==> src/rtl/alu_exec_ctrl_pkg.sv <==
// Shared LITE-16 definitions: instruction field layout, execute FSM states, imm4 sign extension.
package lite16_pkg;
  localparam int unsigned CODEOP_W = 3;
  localparam int unsigned INSTR_W  = 16;
  localparam int unsigned IDX_W    = 4;
  localparam int unsigned OP_LSB   = 13;
  localparam int unsigned RI_BIT   = 12;
  localparam int unsigned RD_LSB   = 8;
  localparam int unsigned RS_LSB   = 4;
  localparam int unsigned RT_LSB   = 0;
  localparam int unsigned IMM_W    = 4;
  localparam int unsigned LITE_W   = 16;

  typedef enum logic [1:0] {IDLE, READ, EXEC, WB} state_t;

  function automatic logic [LITE_W-1:0] sext_imm4(input logic [IMM_W-1:0] imm);
    return {{(LITE_W-IMM_W){imm[IMM_W-1]}}, imm};
  endfunction
endpackage

==> src/rtl/alu_exec_ctrl_alu.sv <==
// LITE-16 ALU: combinational r/cmp from codeop, a, b, old rd value and ri.
module alu
  import lite16_pkg::*;
#(
  parameter int unsigned WIDTH = 16
) (
  input  logic [CODEOP_W-1:0] codeop,
  input  logic [WIDTH-1:0]    a,
  input  logic [WIDTH-1:0]    b,
  input  logic [WIDTH-1:0]    rd,
  input  logic                ri,
  output logic [WIDTH-1:0]    r,
  output logic                cmp
);
  always_comb begin
    r = '0;
    case (codeop)
      3'd0: r = a + b;
      3'd1: r = a - b;
      3'd2: r = a & b;
      3'd3: r = a | b;
      3'd4: r = a ^ b;
      3'd5: r = a << b[3:0];
      3'd6: r = a >> b[3:0];
      3'd7: r = rd + (ri ? b : a);
      default: r = '0;
    endcase
    cmp = $signed(a) < $signed(b);
  end
endmodule

==> src/rtl/alu_exec_ctrl.sv <==
// Multicycle execute sequencer (IDLE->READ->EXEC->WB) around the LITE-16 ALU.
// Optional ALU_EXEC_PERF_EN adds an op_count completion counter port.
module alu_exec_ctrl
  import lite16_pkg::*;
#(
  parameter int unsigned WIDTH    = 16,
  parameter int unsigned RF_AW    = 4,
  parameter int unsigned ZERO_REG = 1
) (
  input  logic               clk,
  input  logic               rst,
  input  logic               in_valid,
  output logic               in_ready,
  input  logic [15:0]        in_instr,
  output logic [RF_AW-1:0]   rf_raddr_a,
  output logic [RF_AW-1:0]   rf_raddr_b,
  output logic [RF_AW-1:0]   rf_raddr_c,
  input  logic [WIDTH-1:0]   rf_rdata_a,
  input  logic [WIDTH-1:0]   rf_rdata_b,
  input  logic [WIDTH-1:0]   rf_rdata_c,
  output logic               rf_we,
  output logic [RF_AW-1:0]   rf_waddr,
  output logic [WIDTH-1:0]   rf_wdata,
  output logic               cmp_flag,
`ifdef ALU_EXEC_PERF_EN
  output logic [15:0]        op_count,
`endif
  output logic               done
);
  state_t                state, state_nx;
  logic [INSTR_W-1:0]    instr_q;
  logic [WIDTH-1:0]      r_q, alu_r, alu_b;
  logic                  cmp_q, alu_cmp;
  logic [CODEOP_W-1:0]   op;
  logic                  ri;
  logic [IDX_W-1:0]      rd_idx, rs_idx, rt_idx;

  assign op     = instr_q[OP_LSB +: CODEOP_W];
  assign ri     = instr_q[RI_BIT];
  assign rd_idx = instr_q[RD_LSB +: IDX_W];
  assign rs_idx = instr_q[RS_LSB +: IDX_W];
  assign rt_idx = instr_q[RT_LSB +: IDX_W];

  // RF read data is the registered operand set; the ALU sees it directly during EXEC.
  assign alu_b = ri ? WIDTH'(sext_imm4(rt_idx)) : rf_rdata_b;

  alu #(.WIDTH(WIDTH)) u_alu (
    .codeop (op),
    .a      (rf_rdata_a),
    .b      (alu_b),
    .rd     (rf_rdata_c),
    .ri     (ri),
    .r      (alu_r),
    .cmp    (alu_cmp)
  );

  always_ff @(posedge clk) begin
    if (rst) begin
      state    <= IDLE;
      instr_q  <= '0;
      r_q      <= '0;
      cmp_q    <= 1'b0;
      cmp_flag <= 1'b0;
`ifdef ALU_EXEC_PERF_EN
      op_count <= '0;
`endif
    end else begin
      state <= state_nx;
      if (state == IDLE && in_valid) instr_q <= in_instr;
      if (state == EXEC) begin
        r_q   <= alu_r;
        cmp_q <= alu_cmp;
      end
      if (state == WB) begin
        cmp_flag <= cmp_q;
`ifdef ALU_EXEC_PERF_EN
        op_count <= op_count + 16'd1;
`endif
      end
    end
  end

  always_comb begin
    state_nx   = state;
    in_ready   = 1'b0;
    rf_raddr_a = '0;
    rf_raddr_b = '0;
    rf_raddr_c = '0;
    rf_we      = 1'b0;
    rf_waddr   = '0;
    rf_wdata   = '0;
    done       = 1'b0;
    case (state)
      IDLE: begin
        in_ready = 1'b1;
        if (in_valid) state_nx = READ;
      end
      READ, EXEC, WB: begin
        rf_raddr_a = RF_AW'(rs_idx);
        rf_raddr_b = RF_AW'(rt_idx);
        rf_raddr_c = RF_AW'(rd_idx);
        if (state == READ) state_nx = EXEC;
        else if (state == EXEC) state_nx = WB;
        else begin
          done     = 1'b1;
          rf_we    = !((ZERO_REG != 0) && (rd_idx == '0));
          rf_waddr = RF_AW'(rd_idx);
          rf_wdata = r_q;
          state_nx = IDLE;
        end
      end
      default: state_nx = IDLE;
    endcase
  end
endmodule

==> config.mk <==
export PLATFORM = sky130hd
export DESIGN_NAME = alu_exec_ctrl
export DESIGN_NICKNAME = d
export VERILOG_FILES = /design/src/rtl/alu_exec_ctrl_pkg.sv /design/src/rtl/alu_exec_ctrl_alu.sv /design/src/rtl/alu_exec_ctrl.sv
export SDC_FILE = /design/constraint.sdc
export NUM_CORES = 1
export LEC_CHECK = 0
export BUFFER_PORTS_ARGS = -buffer_cell sky130_fd_sc_hd__clkbuf_2
export CAP_MARGIN = 20
export CORE_ASPECT_RATIO = 0.8
export CORE_UTILIZATION = 55
export CTS_CLUSTER_DIAMETER = 50
export DETAILED_ROUTE_END_ITERATION = 10
export MAX_ROUTING_LAYER = met4
export PLACE_DENSITY = 0.79
export SYNTH_ARGS = -nofsm -noshare
export SYNTH_HDL_FRONTEND = slang
export SYNTH_HIERARCHICAL = 1
export SYNTH_SLANG_ARGS = --single-unit
==> constraint.sdc <==
create_clock -name clk -period 11.2 [get_ports clk]
set_input_delay 1.12 -clock clk [delete_from_list [all_inputs] [get_ports clk]]
set_output_delay 1.12 -clock clk [all_outputs]
set_load 0.1 [all_outputs]
* After elaboration in Yosys (flattened, before gate mapping)
Index checks and enable logic that the tools add are counted.
** Operators by class
- Add/subtract/negate cells :: 3
- Multiply operators :: 0
- Divide/modulo/power cells :: 0
- Order comparisons :: 1
- Eq/ne operators :: 11
- Shifts and indexed selects :: 2
- Muxes and demuxes :: 23
- Bitwise logic cells :: 3
- Reductions and logical operators :: 6
** Operator list (number)
- 16-bit one-hot mux with 8 select lines :: 1
- 16-bit two-way mux :: 5
- 16-bit adder :: 2
- 4-bit two-way mux :: 6
- 16-bit bitwise AND :: 1
- 16-bit less-than comparator :: 1
- 16-bit bitwise OR :: 1
- 16-bit by 4-bit << shifter with 16-bit output :: 1
- 16-bit by 4-bit >> shifter with 16-bit output :: 1
- 16-bit subtractor :: 1
- 16-bit bitwise XOR :: 1
- 3-bit equality test, second input constant :: 4
- 1-bit two-way mux :: 7
- 3-bit by 2-bit equality test with 1-bit output, second input constant :: 2
- 2-bit two-way mux :: 3
- 2-bit equality test, second input constant :: 2
- 4-bit zero test :: 1
- 2-bit one-hot mux with 2 select lines :: 1
- 3-bit by 1-bit equality test with 1-bit output, second input constant :: 1
- 3-bit zero test :: 1
- 3-bit OR reduction :: 1
- 2-bit by 1-bit equality test with 1-bit output, second input constant :: 1
- 2-bit zero test :: 1
- 2-bit inequality test, second input constant :: 1
- 2 further kinds :: 2
** Storage, ports and cells
- Register bits after elaboration :: 36
- Latch bits :: 0
- Memory bits (writable) :: 0
- Memory bits (read-only) :: 0
- Output and inout port bits :: 36
- Logic and storage cells :: 54
- Memories :: 0

* Logic depth before layout (Yosys ltp)
Gate-level depths: netlist of the first run.
- Depth after elaboration :: 5
- Gate-level depth with buffers :: 18
- Depth with buffers taken out :: 15

* Hierarchy
The synthesis of the first run kept the hierarchy.
** Modules (own cells, without submodules)
- alu :: instances 1, cells each 677, area each 4539.4 sq um
- alu_exec_ctrl :: instances 1, cells each 219, area each 1926.8 sq um

* Least setup slack after synthesis of the first run
Ideal clock, no wire load.
- Kind :: input to register
- Start :: input port rf_rdata_b[0]
- End :: register r_q[14]
- Setup time :: 0.065 ns
- Arrival time :: 4.352 ns
- Required time :: 11.135 ns
- Path slack :: 6.783 ns
- Stages on the path :: 17
- Buffers on the path :: 2
- Cells stage by stage :: mux2_2 > buf_2 > buf_2 > nand2_1 > o21ai_0 > ha_1 > fa_1 > a211oi_1 > o21ai_1 > a31oi_1 > a31o_1 > mux2_2 > o21ai_1 > o32a_1 > nor4bb_1 > mux2i_1 > nor2_1
** On the way
- Word-level cells in the longest chain between the ends :: 4
** RTL lines
- start: declaration :: RTL line alu_exec_ctrl.sv:19 : input logic [WIDTH-1:0] rf_rdata_b,
- 16-bit two-way mux * :: RTL line alu_exec_ctrl.sv:45 : assign alu_b = ri ? WIDTH'(sext_imm4(rt_idx)) : rf_rdata_b;
- 16-bit two-way mux :: RTL line alu_exec_ctrl_alu.sv:25 : 3'd7: r = rd + (ri ? b : a);
- 16-bit adder :: RTL line alu_exec_ctrl_alu.sv:25
- 16-bit one-hot mux with 8 select lines * :: RTL line alu_exec_ctrl_alu.sv:17 : case (codeop)
- net alu_r[14] :: RTL line alu_exec_ctrl.sv:32 : logic [WIDTH-1:0] r_q, alu_r, alu_b;
- end signal: assignment :: RTL line alu_exec_ctrl.sv:71 : r_q <= alu_r;
- end: declaration :: RTL line alu_exec_ctrl.sv:32
Mark *: on every way through the listed nets, which the timed path passes. The rest lies on a longest branch.
A chain may end at the register's enable or synchronous reset.

* Final worst setup path of the first run
- Start :: register instr_q[12]
- End :: register r_q[15]
** On the way
- Word-level cells in the longest chain between the ends :: 4
** RTL lines
- start: declaration :: RTL line alu_exec_ctrl.sv:31 : logic [INSTR_W-1:0] instr_q;
- start signal: assignment :: RTL line alu_exec_ctrl.sv:69 : if (state == IDLE && in_valid) instr_q <= in_instr;
- 16-bit two-way mux * :: RTL line alu_exec_ctrl.sv:45
- net alu_b[2] :: RTL line alu_exec_ctrl.sv:32
- 16-bit two-way mux :: RTL line alu_exec_ctrl_alu.sv:25
- 16-bit adder :: RTL line alu_exec_ctrl_alu.sv:25
- 16-bit one-hot mux with 8 select lines * :: RTL line alu_exec_ctrl_alu.sv:17
- net alu_r[15] :: RTL line alu_exec_ctrl.sv:32
Marks and branches as above.

==> reports/qor_table.md, run 1 <==
| Group | Parameter | Reported |
| --- | --- | --- |
| status | Run status | finished clean |
| sta | Slew @ Worst Pin | 0.984 ns |
| grt | Pin count of the biggest net entering global routing | 50 |
| job | Maximum Capacitance Violations | 0 |
| route | Number of search-and-repair iterations in the first detailed-routing pass | 6 |
| worst setup path | Category of the worst setup path launch point | flop |
| worst setup path | Worst-case reg-to-reg path depth | 14 |
| placed design | GPL Wtd Cong | 1.04 |
| yosys | Syn Area/Cell | 7.22 µm² |
| route | Total wirelength of the detailed-routed design | 21.0 mm |
| worst setup path | Arrival time reported for the critical path endpoint | 5.33 ns |
| worst setup path | Sort of element at the end of the critical path | flop |
| sta | Worst slew margin relative to its limit | 34.3% |
| worst setup path | Worst r2r dst | r_q[15]$_SDFFE_PP0N_ |
| min path | Min-Delay Startpoint | r_q[4]$_SDFFE_PP0N_ |
| worst setup path | Worst-path cell with the longest stage delay | sky130_fd_sc_hd__mux2_2 |
| yosys | Net count of the mapped netlist | 1,036 |
| placed design | Post-detail-place hpwl | 16.3 mm |
| yosys | Fraction of synthesized cell area taken by the top area cell type | 13.5% |
| layout | Syn-to-layout area delta | 9.09% |
| die | DIE HEIGHT | 99.0 µm |
| sta | Clock period minus final worst setup slack | 5.19 ns |
| grt | Antenna violations before repair | 0 |
| power and ir drop | PwrDens | 180 nW/µm² |
| sta | Post-route setup TNS | 0 ns |
| layout | FILL cells | 1,106 |
| yosys | Flop and latch count out of synthesis | 36 |
| die | Number of rows created at floorplan | 35 |
| worst setup path | Required arrival time at the worst endpoint | 11.34 ns |
| die | Total die area | 12,200 µm² |
| worst setup path | Critical path start-end classification | reg -> reg |
| sta | Final Hold Violating Endpoints | 0 |
| yosys | Primary FF master, synth | sky130_fd_sc_hd__dfxtp_1 |
| route | Initial DRC count | 948 |
| sta | Number of max-slew violations in the final report | 0 |
| worst setup path | Cell breakdown of the critical path | buf_4 -> mux2_2 -> inv_1 -> ha_1 -> nor3_1 -> o311ai_2 -> a21oi_1 -> or2_1 -> a221oi_2 -> o22ai_1 -> o21ai_0 -> nand4_1 -> mux2i_1 -> nor2_1 |
| worst setup path | Slowest cell delay on critical path | 0.73 ns |
| min path | Worst Hold Depth | 2 |
| yosys | Share of flip-flops with an asynchronous set or reset | 0% |
| die | Die span in x | 123 µm |
| clocking | Clock Tree Buf Depth | 2 |
| yosys | Area of the mapped netlist | 6470 µm² |
| layout | Total area of sequential cells | 721 µm² |
| die | Core ar. | 11,500 µm² |
| route | Vias per inst | 6.39 |
| grt | Global-route wire length before repair | 33.1 mm |
| clocking | CTS sink count | 36 |
| sta | Achievable frequency | 0.193 GHz |
| yosys | Leading post-synthesis cells by cell area | sky130_fd_sc_hd__ha_1, sky130_fd_sc_hd__dfxtp_1, sky130_fd_sc_hd__a21oi_1, sky130_fd_sc_hd__mux2i_1, sky130_fd_sc_hd__o21ai_0 |
| clocking | Post-CTS sizing | 0 |
| clocking | Clock buffers created by TritonCTS | 5 |
| grt | Total routing resource utilization after global routing | 36.0% |
| worst setup path | Reg2Reg Setup Slack | 6.01 ns |
| sta | Number of setup violations in the final report | 0 |
| clocking | Post-CTS Hold Fix Bufs | 0 |
| grt | GRT Residual Overflow | 0 |
| clocking | TritonCTS clock tree | built |
| worst setup path | Launch point of the worst reg-to-reg path | instr_q[12]$_SDFFE_PP0P_ |
| layout | Fraction of final layout cells sized beyond drive strength 1 | 17.7% |
| yosys | Number of distinct standard cells referenced by the synthesized netlist | 77 |
| power and ir drop | Maximum vdd drop | 0.105 mV |
| yosys | Instance count of the mapped netlist | 896 |
| placed design | Number of port buffers | 102 |
| clocking | Worst-skew pair later-pin latency | 0.28 ns |
| layout | Final design utilization | 61.5% |
| die | Initial core utilization | 56.4% |
| yosys | Share of synthesized area occupied by flip-flops and latches | 11.1% |
| clocking | Post-CTS Setup Inserts | 0 |
| yosys | Number of synthesized flops with an enable pin | 0 |
| layout | Net count, final | 1,090 |
| clocking | Cell chosen for the clock root | sky130_fd_sc_hd__clkbuf_16 |
| worst setup path | Maximum fanout count along the critical path | 39 |
| layout | Footprint of the multi-input gates | 5140 µm² |
| power and ir drop | Standby leakage power | 3.15 nW |
| sta | Setup skew after layout | 0.00261 ns |
| layout | Number of antenna repair diodes | 0 |
| sta | Unrepaired setup endpoints after global routing | false |
| yosys | Dominant cell type by area after synthesis | sky130_fd_sc_hd__ha_1 |
| grt | Vias in the first global route | 6,217 |
| die | Number of ports placed on the die boundary | 103 |
| sta | Share of the clock period used by the worst path | 46.4% |
| route | WL per Instance | 19.1 µm |
| yosys | Synth warn | 6 |
| clocking | Clk slew on worst S/H paths | 0.05 ns |
| clocking | H-tree depth | 2 |
| route | Final ANT Viol Nets | 0 |
| min path | Worst hold path endpoint | r_q[4]$_SDFFE_PP0N_ |
| route | DRC violation count after routing | 0 |
| power and ir drop | Total power consumption of the routed design | 1.27 mW |
| min path | Hold WC Path Type | reg -> reg |
| route | Total vias in the final route | 7,025 |
==> per-layer routing <==
layer | global-route usage, % | routed length [µm]
met5 | - | 0
met1 | 50.4 | 9130
met4 | 11.0 | 689
met3 | 6.31 | 2260
met2 | 52.0 | 8930
==> stage by stage <==
stage                     cells  setup WS [ns]  instance area [µm²]  hold slack (ns)
after floorplan             896           6.78                 6470            0.452
after global placement     1090           6.24                 6880            0.465
after detailed placement   1090           6.12                 6880            0.477
after CTS                  1098           6.10                 7040            0.490
after global routing       1099           5.68                 7050            0.514
final                      1099           6.01                 7050            0.482
==> registers in the layout (all words and copies together), names as in the netlist <==
| register | count |
|---|---|
| cmp_q | 1 |
| cmp_flag | 1 |
| r_q | 16 |
| instr_q | 16 |
| state | 2 |
==> placed cells by master (no fill, tap or decap), types with 4 or more instances in the layout <==
cell type / synthesis / final
sky130_fd_sc_hd__nor3_1: 29 / 29
sky130_fd_sc_hd__a21bo_2: 16 / 16
sky130_fd_sc_hd__o21ai_1: 5 / 5
sky130_fd_sc_hd__o22ai_1: 11 / 11
sky130_fd_sc_hd__inv_1: 74 / 74
sky130_fd_sc_hd__a21o_1: 12 / 12
sky130_fd_sc_hd__a21oi_1: 76 / 76
sky130_fd_sc_hd__a211oi_1: 21 / 21
sky130_fd_sc_hd__clkbuf_16: 0 / 5
sky130_fd_sc_hd__a21boi_0: 4 / 4
sky130_fd_sc_hd__nand4_1: 4 / 4
sky130_fd_sc_hd__mux4_2: 8 / 8
sky130_fd_sc_hd__a221oi_1: 11 / 11
sky130_fd_sc_hd__nor2_1: 84 / 84
sky130_fd_sc_hd__mux2_2: 10 / 10
sky130_fd_sc_hd__xnor2_1: 8 / 8
sky130_fd_sc_hd__buf_4: 5 / 6
sky130_fd_sc_hd__dfxtp_1: 36 / 36
sky130_fd_sc_hd__mux2i_1: 37 / 37
sky130_fd_sc_hd__a31oi_1: 4 / 4
sky130_fd_sc_hd__and3_1: 5 / 5
sky130_fd_sc_hd__o221ai_1: 9 / 9
sky130_fd_sc_hd__nand2b_1: 13 / 13
sky130_fd_sc_hd__ha_1: 70 / 70
sky130_fd_sc_hd__nor2b_1: 18 / 18
sky130_fd_sc_hd__o21ai_0: 66 / 66
sky130_fd_sc_hd__o21bai_1: 5 / 5
sky130_fd_sc_hd__and2_1: 24 / 24
sky130_fd_sc_hd__xor2_1: 8 / 8
sky130_fd_sc_hd__o211ai_1: 5 / 5
sky130_fd_sc_hd__nand2_1: 58 / 58
sky130_fd_sc_hd__nor4_1: 8 / 8
sky130_fd_sc_hd__clkbuf_2: 2 / 102
sky130_fd_sc_hd__nand3_1: 26 / 26
==> cell type report <==
class,count,share of cell area (%)
inverters,74,3.94
repair buffers,109,8.09
flip-flops and latches,36,10.2
clock inverters,2,0.497
well taps,148,2.63
multi-input cells,724,72.8
clock buffers,6,1.83
==> cells by family after synthesis <==
family	after synthesis	synth area share, %
AOI/OAI and AO/OA	294	30.9
and+or+nand+nor	286	21.6
buffers and inverters	136	9.42
adders and majority gates	73	14.5
muxes	55	10.3
DFF	36	11.1
xor gates and xnor gates	16	2.17
==> worst max-delay path, delay by kind of cell (launching register included) <==
kind	cells	cell delay [ns]
AOI/OAI and AO/OA	5	1.27
buffers and inverters	2	0.95
muxes	2	0.88
DFF	1	0.70
adders and majority gates	1	0.61
and+or+nand+nor	4	0.60
==> where the power goes <==
part           internal (mW)  leakage (nW)  switching, mW
Combinational          0.306          2.78          0.627
Sequential             0.159         0.294         0.0246
Clock                  0.105        0.0808         0.0510
==> cell usage after synthesis, drive strengths merged (11+ instances only) <==
master / number
inv: 74
a211oi: 22
a221oi: 14
a21bo: 16
nor2: 84
nand3: 26
o21ai: 71
mux2i: 37
nor3: 30
nand2b: 13
o22ai: 11
nand2: 58
and2: 24
dfxtp: 36
clkbuf: 22
ha: 70
buf: 40
nor2b: 19
a21o: 12
a21oi: 77
==> how the worst max path moves through the flow <==
stage          slack, ns                     start                    to
4_1_cts             6.10  instr_q[12]$_SDFFE_PP0P_  r_q[14]$_SDFFE_PP0N_
3_5_place_dp        6.12  instr_q[12]$_SDFFE_PP0P_  r_q[14]$_SDFFE_PP0N_
6_report            6.01  instr_q[12]$_SDFFE_PP0P_  r_q[15]$_SDFFE_PP0N_
3_3_place_gp        6.24             rf_rdata_b[0]  r_q[14]$_SDFFE_PP0N_
2_1_floorplan       6.78             rf_rdata_b[0]  r_q[14]$_SDFFE_PP0N_
5_1_grt             5.68  instr_q[12]$_SDFFE_PP0P_  r_q[15]$_SDFFE_PP0N_
(Power assumes the default switching activity.)
==> run 2: changes to the inputs <==
- CORE_UTILIZATION: 55 -> 54
- PLACE_DENSITY: 0.79 -> 0.81
- clock period: 11.2 -> 4.47 ns (I/O delays scaled with it)
==> reports/qor_table.md, run 2 (same netlist as run 1, synthesis figures left out) <==
| Group | Parameter | Reported |
| --- | --- | --- |
| status | Run status | finished clean |
| clocking | Post-CTS Hold Fix Bufs | 0 |
| worst setup path | Sort of element at the end of the critical path | flop |
| placed design | GPL Wtd Cong | 1.02 |
| clocking | Worst-skew pair later-pin latency | 0.28 ns |
| die | Initial core utilization | 55.7% |
| route | Total wirelength of the detailed-routed design | 22.0 mm |
| clocking | Post-CTS sizing | 0 |
| placed design | Instance area at placement | 6950 µm² |
| route | Total vias in the final route | 7,045 |
| route | Initial DRC count | 778 |
| grt | GRT Residual Overflow | 0 |
| sta | Final Hold Violating Endpoints | 0 |
| worst setup path | Category of the worst setup path launch point | flop |
| worst setup path | Critical path's top delay family | compound AO/OA/AOI/OAI gates |
| route | Vias per inst | 6.35 |
| grt | Vias in the first global route | 6,160 |
| clocking | TritonCTS clock tree | built |
| power and ir drop | Maximum vdd drop | 0.389 mV |
| die | Total die area | 12,400 µm² |
| worst setup path | Number of buffers and inverters on the critical path | 1 |
| route | Final ANT Viol Nets | 0 |
| die | Core ar. | 11,600 µm² |
| sta | Number of max-slew violations in the final report | 0 |
| worst setup path | Required arrival time at the worst endpoint | 4.68 ns |
| worst setup path | Worst setup path startpoint | instr_q[12]$_SDFFE_PP0P_ |
| placed design | Post-detail-place hpwl | 17.1 mm |
| route | Number of search-and-repair iterations in the first detailed-routing pass | 6 |
| grt | Global-route wire length before repair | 34.3 mm |
| die | Die span in x | 124 µm |
| worst setup path | Worst-path cell with the longest stage delay | sky130_fd_sc_hd__fa_1 |
| worst setup path | Slowest cell delay on critical path | 0.46 ns |
| min path | Hold WC Path Type | in -> reg |
| layout | Number of antenna repair diodes | 0 |
| worst setup path | Maximum fanout count along the critical path | 25 |
| layout | Fraction of final layout cells sized beyond drive strength 1 | 18.5% |
| power and ir drop | Standby leakage power | 3.20 nW |
| sta | Setup skew after layout | 0.00672 ns |
| layout | Biggest regs | instr_q (16), r_q (16), state (2) |
| layout | Syn-to-layout area delta | 10.3% |
| clocking | Clk slew on worst S/H paths | 0.06 ns |
| route | WL per Instance | 19.8 µm |
| layout | Commonest non-fill, non-tap cell in the layout | sky130_fd_sc_hd__clkbuf_2 |
| sta | Worst slew margin relative to its limit | 38.6% |
| sta | Post-route setup TNS | 0 ns |
| route | Met3 wirelength from detailed routing | 2.22 mm |
| worst setup path | Critical path start-end classification | reg -> reg |
| route | Detailed-routed wire length on met2 | 9.51 mm |
| sta | Number of setup violations in the final report | 0 |
| min path | Min-Delay Startpoint | in_instr[14] |
| die | DIE HEIGHT | 99.9 µm |
| layout | Post-route cell area | 7130 µm² |
| route | DRC violation count after routing | 0 |
| sta | Achievable frequency | 0.248 GHz |
| clocking | Post-CTS Setup Inserts | 0 |
| clocking | Cell chosen for the clock root | sky130_fd_sc_hd__clkbuf_16 |
| placed design | Number of port buffers | 102 |
| die | Number of ports placed on the die boundary | 103 |
| power and ir drop | PwrDens | 452 nW/µm² |
| worst setup path | Cell breakdown of the critical path | buf_4 -> mux2_2 -> nand2_1 -> o21ai_0 -> fa_1 -> a211oi_1 -> o21ai_1 -> a31oi_1 -> a31o_1 -> mux2_2 -> o21ai_1 -> o32a_1 -> nor4bb_1 -> mux2i_1 -> nor2_1 |
| layout | Net count, final | 1,100 |
| layout | Commonest cells after routing, fill and taps aside | sky130_fd_sc_hd__clkbuf_2, sky130_fd_sc_hd__nor2_1, sky130_fd_sc_hd__a21oi_1 |
| sta | Clock period minus final worst setup slack | 4.03 ns |
| job | Maximum Capacitance Violations | 0 |
| worst setup path | Launch point of the worst reg-to-reg path | instr_q[12]$_SDFFE_PP0P_ |
| die | Number of rows created at floorplan | 35 |
| grt | Total routing resource utilization after global routing | 35.7% |
| route | Uppermost layer routed | met4 |
| clocking | Clock Tree Buf Depth | 2 |
| sta | Unrepaired setup endpoints after global routing | false |
| grt | Antenna violations before repair | 0 |
| clocking | CTS sink count | 36 |
| clocking | Clock buffers created by TritonCTS | 5 |
| route | Met1 wire length | 9.81 mm |
| grt | Pin count of the biggest net entering global routing | 50 |
| clocking | H-tree depth | 2 |
| sta | Share of the clock period used by the worst path | 90.1% |
| worst setup path | Arrival time reported for the critical path endpoint | 4.24 ns |
| power and ir drop | Total power consumption of the routed design | 3.22 mW |
| sta | Slew @ Worst Pin | 0.919 ns |
-- run 2: changes by cell type in the layout (fill, tap and decap cells not counted), sizes merged --
cell	delta
buf	+10
-- run 2: per-layer routing --
metal / vias to the layer above / GRT usage [%]
li1: 3377 / -
met1: 3227 / 50.5
met2: 400 / 52.4
met3: 41 / 6.45
met4: 0 / 7.97
met5: - / -
-- run 2: layout make-up --
type                    instances  area (µm²)
multi-input cells             724        5140
inverters                      74         278
clock inverters                 2        35.0
repair buffers                119         646
clock buffers                   6         129
fillers                      1113        4480
well taps                     148         185
flip-flops and latches         36         721
-- run 2: worst paths after layout --
path / to / slack [ns] / cells after the start
worst max-delay path: r_q[14]$_SDFFE_PP0N_ / 0.44 / 15
worst min-delay path: instr_q[14]$_SDFFE_PP0P_ / 0.39 / 3
worst min register to register: r_q[4]$_SDFFE_PP0N_ / 0.49 / 2
worst max register to register: r_q[14]$_SDFFE_PP0N_ / 0.44 / 15
-- run 2: worst min-delay path, delay by kind of cell --
kind                   cells  cell delay (ns)
AOI/OAI and AO/OA          1             0.05
and+or+nand+nor            1             0.05
buffers and inverters      1             0.08
-- run 2: where the power goes --
group | switching [mW] | leakage [nW] | internal (mW)
clock network | 0.132 | 0.0808 | 0.262
logic | 1.58 | 2.83 | 0.781
registers | 0.0683 | 0.294 | 0.398
-- run 2: through the flow --
stage          setup slack (ns)  hold WS (ns)  utilization, %  cells
6_report                  0.443         0.392            61.4   1109
5_1_grt                  0.0488         0.391            61.4   1109
4_1_cts                   0.482         0.391            61.3   1108
3_5_place_dp              0.470         0.474            59.9   1100
3_3_place_gp              0.514         0.467            59.9   1100
2_1_floorplan             0.534         0.452               -    896
